--- src/rtl/instr_fetch_unit.sv ---
`default_nettype none
// instr_fetch_unit -- IF stage: PC, instruction-memory addressing and IF/ID register.
// Optional range check on fetch address enabled by defining IF_BOUNDS_CHECK_EN. Rev 1.0
module instr_fetch_unit #(
  parameter logic [31:0] RESET_PC   = 32'd0,
  parameter int unsigned MEM_WORDS  = 128,
  parameter logic [31:0] HALT_INSTR = 32'hFFFF_FFFF,
  parameter logic [31:0] NOP_INSTR  = 32'h0000_0000
) (
  input  logic        clk,
  input  logic        rst,
  input  logic        stall,
  input  logic        branch_taken,
  input  logic [31:0] branch_target,
  output logic [31:0] mem_addr,
  input  logic [31:0] mem_data,
  output logic [31:0] if_id_instr,
  output logic [31:0] if_id_npc,
  output logic        if_id_valid,
  output logic        halted,
  output logic        fetch_fault,
  output logic [15:0] fetch_count
);

`ifdef IF_BOUNDS_CHECK_EN
  localparam logic BOUNDS_EN = 1'b1;
`else
  localparam logic BOUNDS_EN = 1'b0;
`endif

  typedef enum logic [1:0] {
    BOOT = 2'd0,
    RUN  = 2'd1,
    HALT = 2'd2
  } state_t;

  state_t      state, state_nxt;
  logic [31:0] pc, pc_nxt;
  logic [31:0] instr_q, instr_nxt;
  logic [31:0] npc_q, npc_nxt;
  logic        valid_q, valid_nxt;
  logic        fault_q, fault_nxt;
  logic [15:0] count_q, count_nxt;
  logic [31:0] pc_inc;
  logic [15:0] count_inc;
  logic        out_of_range;

  assign pc_inc       = pc + 32'd1;
  assign count_inc    = (count_q == 16'hFFFF) ? count_q : count_q + 16'd1;
  // Constant-folds to zero when the range check is compiled out.
  assign out_of_range = BOUNDS_EN && (pc >= 32'(MEM_WORDS));

  always_comb begin
    state_nxt = state;
    pc_nxt    = pc;
    instr_nxt = instr_q;
    npc_nxt   = npc_q;
    valid_nxt = valid_q;
    fault_nxt = fault_q;
    count_nxt = count_q;
    case (state)
      BOOT: begin
        state_nxt = RUN;
      end
      RUN: begin
        if (branch_taken) begin
          pc_nxt    = branch_target;
          valid_nxt = 1'b0;
          instr_nxt = NOP_INSTR;
        end else if (stall) begin
          pc_nxt = pc;
        end else if (out_of_range) begin
          fault_nxt = 1'b1;
          valid_nxt = 1'b0;
          instr_nxt = NOP_INSTR;
          state_nxt = HALT;
        end else begin
          instr_nxt = mem_data;
          npc_nxt   = pc_inc;
          valid_nxt = 1'b1;
          count_nxt = count_inc;
          // A captured halt word parks the PC on itself.
          if (mem_data == HALT_INSTR) begin
            state_nxt = HALT;
          end else begin
            pc_nxt = pc_inc;
          end
        end
      end
      HALT: begin
        valid_nxt = 1'b0;
        instr_nxt = NOP_INSTR;
        if (branch_taken) begin
          pc_nxt    = branch_target;
          state_nxt = RUN;
        end
      end
      default: begin
        state_nxt = BOOT;
      end
    endcase
  end

  always_ff @(posedge clk) begin
    if (rst) begin
      state   <= BOOT;
      pc      <= RESET_PC;
      instr_q <= NOP_INSTR;
      npc_q   <= 32'd0;
      valid_q <= 1'b0;
      fault_q <= 1'b0;
      count_q <= 16'd0;
    end else begin
      state   <= state_nxt;
      pc      <= pc_nxt;
      instr_q <= instr_nxt;
      npc_q   <= npc_nxt;
      valid_q <= valid_nxt;
      fault_q <= fault_nxt;
      count_q <= count_nxt;
    end
  end

  assign mem_addr    = pc;
  assign if_id_instr = instr_q;
  assign if_id_npc   = npc_q;
  assign if_id_valid = valid_q;
  assign halted      = (state == HALT);
  assign fetch_fault = fault_q;
  assign fetch_count = count_q;

endmodule
`default_nettype wire
--- config.mk ---
export PLATFORM = sky130hd
export DESIGN_NAME = instr_fetch_unit
export DESIGN_NICKNAME = d
export VERILOG_FILES = /design/src/rtl/instr_fetch_unit.sv
export SDC_FILE = /design/constraint.sdc
export NUM_CORES = 1
export LEC_CHECK = 0
export CORE_ASPECT_RATIO = 0.75
export CORE_MARGIN = 1
export CORE_UTILIZATION = 30
export DETAILED_ROUTE_END_ITERATION = 10
export PLACE_DENSITY = 0.59
export SYNTH_ARGS = -nofsm -noshare
export SYNTH_HDL_FRONTEND = slang
export SYNTH_SLANG_ARGS = --single-unit
--- constraint.sdc ---
create_clock -name clk -period 3.6 [get_ports clk]
set_input_delay 1.08 -clock clk [delete_from_list [all_inputs] [get_ports clk]]
set_output_delay 1.08 -clock clk [all_outputs]
set_load 0.02 [all_outputs]
# Yosys cells after proc, flatten, opt, wreduce, memory -nomap -nowiden
# Index checks and enable logic that the tools add are counted.
# op_classes
add_sub_neg,2
multipliers,0
n_div,0
n_lt_le_gt_ge,0
n_eq_ne,10
shifts,0
muxes,16
bitwise,3
reduce_logical,7
# ops
cell,count
32-bit two-way mux,6
32-bit case mux with 2 select lines,2
32-bit by 1-bit adder with 32-bit output (second input constant),1
32-bit equality test (second input constant),1
16-bit by 1-bit adder with 16-bit output (second input constant),1
16-bit equality test (second input constant),1
4-bit AND reduction,3
2-bit two-way mux,4
2-bit != test (second input constant),4
3-bit != test (second input constant),2
2-bit case mux with 3 select lines,1
1-bit NOT,3
3-bit AND reduction,1
2-bit by 1-bit equality test with 1-bit output (second input constant),1
2-bit equality test (second input constant),1
2-bit zero test,1
1-bit two-way mux,2
1-bit case mux with 2 select lines,1
2-bit AND reduction,1
2-bit nonzero test,1
# totals
regBits,115
latchBits,0
ram_bits,0
rom_bits,0
in_bits,68
output_inout_bits,115
elab_cells,44
n_memories,0

# Depth between registers and ports, before layout
# logic_depth
depth_word,5
ltp_mapped,8
ltp_nobuf,6

# Least setup slack after synthesis
# No wires, ideal clock.
# synth_path
path_kind,input to register
from,input port branch_taken
to,register pc[28] (netlist: mem_addr[28])
setup_time_ns,0.135
arrival_time_ns,2.602
t_required_ns,3.465
setup_slack_ns,0.863
path_stages,6
n_path_buf,1
path_cell_list,nand4b_4 -> or4_4 -> o31a_1 -> buf_2 -> o2111ai_1 -> o221ai_1
# synth_via
elab_chain_cells,2
word_cells_on_any_way,6
classes_between,eq/ne: 3; mux: 2; reduce/logical: 1
# synth_lines
item,line_no,rtl
start: declaration,13,"input logic branch_taken,"
3-bit != test (no line) (tied with other cells),n/a,
4-bit AND reduction (no line) / 32-bit case mux with 2 select lines (equally long branches),n/a,
end signal: assignment,115,pc <= pc_nxt;
end: declaration,38,"logic [31:0] pc, pc_nxt;"
# Several ways; a longest one is shown, not always the timed one.
# A chain may end at the register's enable or synchronous reset.

# Worst setup path after layout
# layout_path
from,input port mem_data[7]
to,register pc[11] (netlist: mem_addr[11])
# layout_via
elab_chain_cells,3
# layout_lines
item,line_no,rtl
start: declaration,16,"input logic [31:0] mem_data,"
32-bit equality test,83,if (mem_data == HALT_INSTR) begin
3-bit != test (no line),n/a,
4-bit AND reduction (no line),n/a,
# No other way between the ends.

==> results.toml <==
[outcome]
outcome = "finished, final reports clean"

[clock_network]
cts.sink_count = 115
ctsLongestPathBuffers = 2
worst_skew_late_latency_ps = 420
tritoncts = "built"
cts.hold.buffers_added = 0
clock_tree.htree_level_count = 4
cts_resized = 0
clkSlewWorstSetupHoldPaths_ps = 60
clockRootBuffer = "sky130_fd_sc_hd__clkbuf_16"
numCtsBuffers = 17
post_cts_setup_buffers = 0

[yosys]
postSynthNetCount = 764
synth.top_cell.area_share_pct = 40.3
asyncSetResetFlopFracSynth_pct = 0
synth_top_cell_by_area = "sky130_fd_sc_hd__dfxtp_1"
synth_area_leaders = "sky130_fd_sc_hd__dfxtp_1 (40%), sky130_fd_sc_hd__a22oi_1 (6.2%), sky130_fd_sc_hd__nor2_1 (5.8%)"
sequential_area_share_after_synthesis_pct = 40.3
postSynthRegisterBits = 115
ys_top_cells_by_count = "sky130_fd_sc_hd__dfxtp_1 (115), sky130_fd_sc_hd__nor2_1 (88), sky130_fd_sc_hd__nand2_1 (52), sky130_fd_sc_hd__a22oi_1 (47), sky130_fd_sc_hd__clkbuf_1 (41)"
post_synth_num_cell_types = 56
synth_most_common_cell = "sky130_fd_sc_hd__dfxtp_1"
count_of_synthesis_stage_warnings_from_yosys = 0
synth_top_flop_cell = "sky130_fd_sc_hd__dfxtp_1"
netlist_area_um2 = 5720
syn-mean-instance-area_um2 = 8.24
syn-instance-count = 694
number_of_flops_mapped_to_enable_cells_by_yosys = 0

[timing]
clock.fmax_mhz = 334
setup_total_negative_slack_ps = 0
unrepaired_setup_endpoints_after_global_routing = "no"
fin_crit_sh_pct = 83.2
worst-slew-pin-transition_ps = 1040
setup_viol_count_final = 0
final_period_minus_worst_setup_slack_ps = 2990
maxSlewViolCount = 0
setup_slack_after_layout_ps = 605
slew_headroom_pct = 30.2
timing_hold_violations_final = 0
final.setup_skew_ps = 12.5

[critical_path]
worst-endpoint-required_ps = 3870
cp_capture_type = "flop"
critPathSlowestCell = "sky130_fd_sc_hd__or4_4"
crit_path_cell_trace = "clkdlybuf4s50_1 -> nand4b_4 -> or4_4 -> o31a_1 -> nor2_4 -> buf_12 -> o32ai_1"
arrival_ps = 3270
reg2reg_to = "mem_addr[27]"
setup.worst_path.start_class = "input port"
rr_startpoint = "mem_addr[2]"
rrSetupSlack_ps = 1100
worst_r2r_path_depth = 5
max_incr_delay_on_cp_ps = 590
critical_path.max_fanout = 17
critPathKind = "in -> reg"

[cells_and_area]
num_antenna_cells = 0
final_layout_size_suffix_gt1_share_pct = 7.83
post_layout_nonfiller_instances = 1116
fillCellCount = 1843
areaGrowthSynthToFinish_pct = 46.8
finalNetCount = 926

[drt]
routedWlPerCell_um = 17.7
avgViaCountPerCell = 5.33
dr_total_vias = 5945
drt_pre_antenna_iters = 5
route.detailed.drc = 0
wl_um = 19800
antenna_violating_nets_post_route = 0
detailedRoute.firstIterationViolations = 476

[place]
portBuffers = 181
dp_hpwl_um = 13900
gpl.final_weighted_congestion = 0.802
dp.cells = 1084
post-place-ws_ps = 175

[min_path]
min-delay-start = "if_id_npc[1]"
worst_hold_path_type = "reg -> reg"
holdPathEnd = "if_id_npc[1]"
worstHoldPathCells = 2

[power_and_ir_drop]
clockPowerShare_pct = 48.0
power_switching_mw = 0.913
power_dens_cells_nw_per_um2 = 423
power_frac_comb_pct = 13.2
power.switching_fraction_pct = 25.8
sequentialPowerShare_pct = 38.8
max-vdd-ir-drop_v = 0.000176
p_int_mw = 2.63
leakagePower_nw = 2.75

[floorplanning]
ios = 183
chipHeight_um = 122
num_rows = 43
initial_core_utilization_pct = 30.8
floorplan.die_area_um2 = 19600
chipWidth_um = 161
core_area_um2 = 18600

[job]
timing.max_cap.violations = 0

[global_routing]
antenna_violations_before_repair = 0
gr-usage-all-layers_pct = 20.5
grt_overflow_total = 0
grt_pass1_vias = 5509
maximum_number_of_pins_on_one_net_before_global_route_repair = 92
wire_length_of_the_first_global_routing_pass_um = 31300
==> final cells by class <==
| cell class | count | area, um^2 | area share (%) |
|---|---|---|---|
| repair buffers | 203 | 2010 | 24.0 |
| clock buffers | 22 | 484 | 5.77 |
| well taps | 247 | 309 | 3.68 |
| inverters | 11 | 41.3 | 0.492 |
| multi-input cells | 508 | 3140 | 37.4 |
| clock inverters | 10 | 105 | 1.25 |
| flip-flops and latches | 115 | 2300 | 27.4 |
==> worst max path at each step <==
stage / start / endpoint / slack, ps / depth (start not counted)
after floorplan: branch_taken / mem_addr[28] / 860 / 6
after global placement: mem_data[31] / mem_addr[3] / 210 / 7
after detailed placement: mem_data[7] / mem_addr[11] / 180 / 7
after CTS: mem_data[7] / mem_addr[11] / 620 / 7
after global routing: mem_data[31] / mem_addr[0] / 530 / 6
final: mem_data[7] / mem_addr[11] / 610 / 7
==> flip-flops by register name, indices dropped and copies added (netlist names) <==
name,flops
fetch_count,16
if_id_instr,32
if_id_npc,32
if_id_valid,1
mem_addr,32
state,2
==> through the flow <==
stage	power (mW)	util (%)	hold WS, ps	instance area [um^2]
2_1_floorplan	1.62	-	535	5720
6_report	3.55	45.2	453	8390
3_3_place_gp	1.87	42.0	445	7800
5_1_grt	3.69	45.2	486	8390
3_5_place_dp	1.87	42.0	450	7800
4_1_cts	3.58	45.2	457	8390
==> cell families (layout without fill, tap and decap cells) <==
family                   count (synthesis)  after routing  share of synthesized area, %
AO/OA/AOI/OAI                          185            185                          23.4
XOR/XNOR                                38             38                          5.82
adder cells (fa/ha/maj)                  2              2                         0.438
buffers and inverters                   71            246                          5.06
flip-flops                             115            115                          40.3
multiplexers                             1              1                         0.175
other                                    1              1                        0.0656
AND/OR/NAND/NOR                        281            281                          24.7
==> cell usage in the layout (no fill, tap or decap), drive strengths merged, types with 8 or more instances in the layout <==
| cell type | n |
|---|---|
| a22oi | 47 |
| nand3 | 26 |
| o32ai | 17 |
| buf | 23 |
| o31ai | 10 |
| o21ai | 23 |
| nand2 | 52 |
| inv | 10 |
| xor2 | 11 |
| xnor2 | 27 |
| dfxtp | 115 |
| clkdlybuf4s50 | 180 |
| clkbuf | 22 |
| nor3 | 31 |
| o31a | 10 |
| nor4 | 18 |
| and2 | 8 |
| nand4 | 23 |
| a21oi | 31 |
| nor2 | 89 |
| a211oi | 15 |
==> power groups by stage <==
| stage | Combinational (mW) | Clock [mW] | Sequential, mW |
|---|---|---|---|
| 2_1_floorplan | 0.184 | 0 | 1.44 |
| 3_3_place_gp | 0.467 | 0 | 1.40 |
| 3_5_place_dp | 0.469 | 0 | 1.40 |
| 4_1_cts | 0.471 | 1.73 | 1.38 |
| 5_1_grt | 0.505 | 1.80 | 1.38 |
| 6_report | 0.468 | 1.70 | 1.38 |
==> layer usage <==
metal / up-vias / GRT usage, % / part of all wire [%]
met5: - / 0 / 0
met4: 0 / 4.54 / 0.93
met3: 19 / 6.37 / 8.0
met2: 226 / 28.2 / 42
met1: 2795 / 30.7 / 49
li1: 2905 / - / -
==> critical path: cells and delay by family <==
family                 cells  cell delay [ps]
and+or+nand+nor            3              870
AOI/OAI and AO/OA          2              600
buffers and inverters      2              700
(Power assumes the default switching activity.)
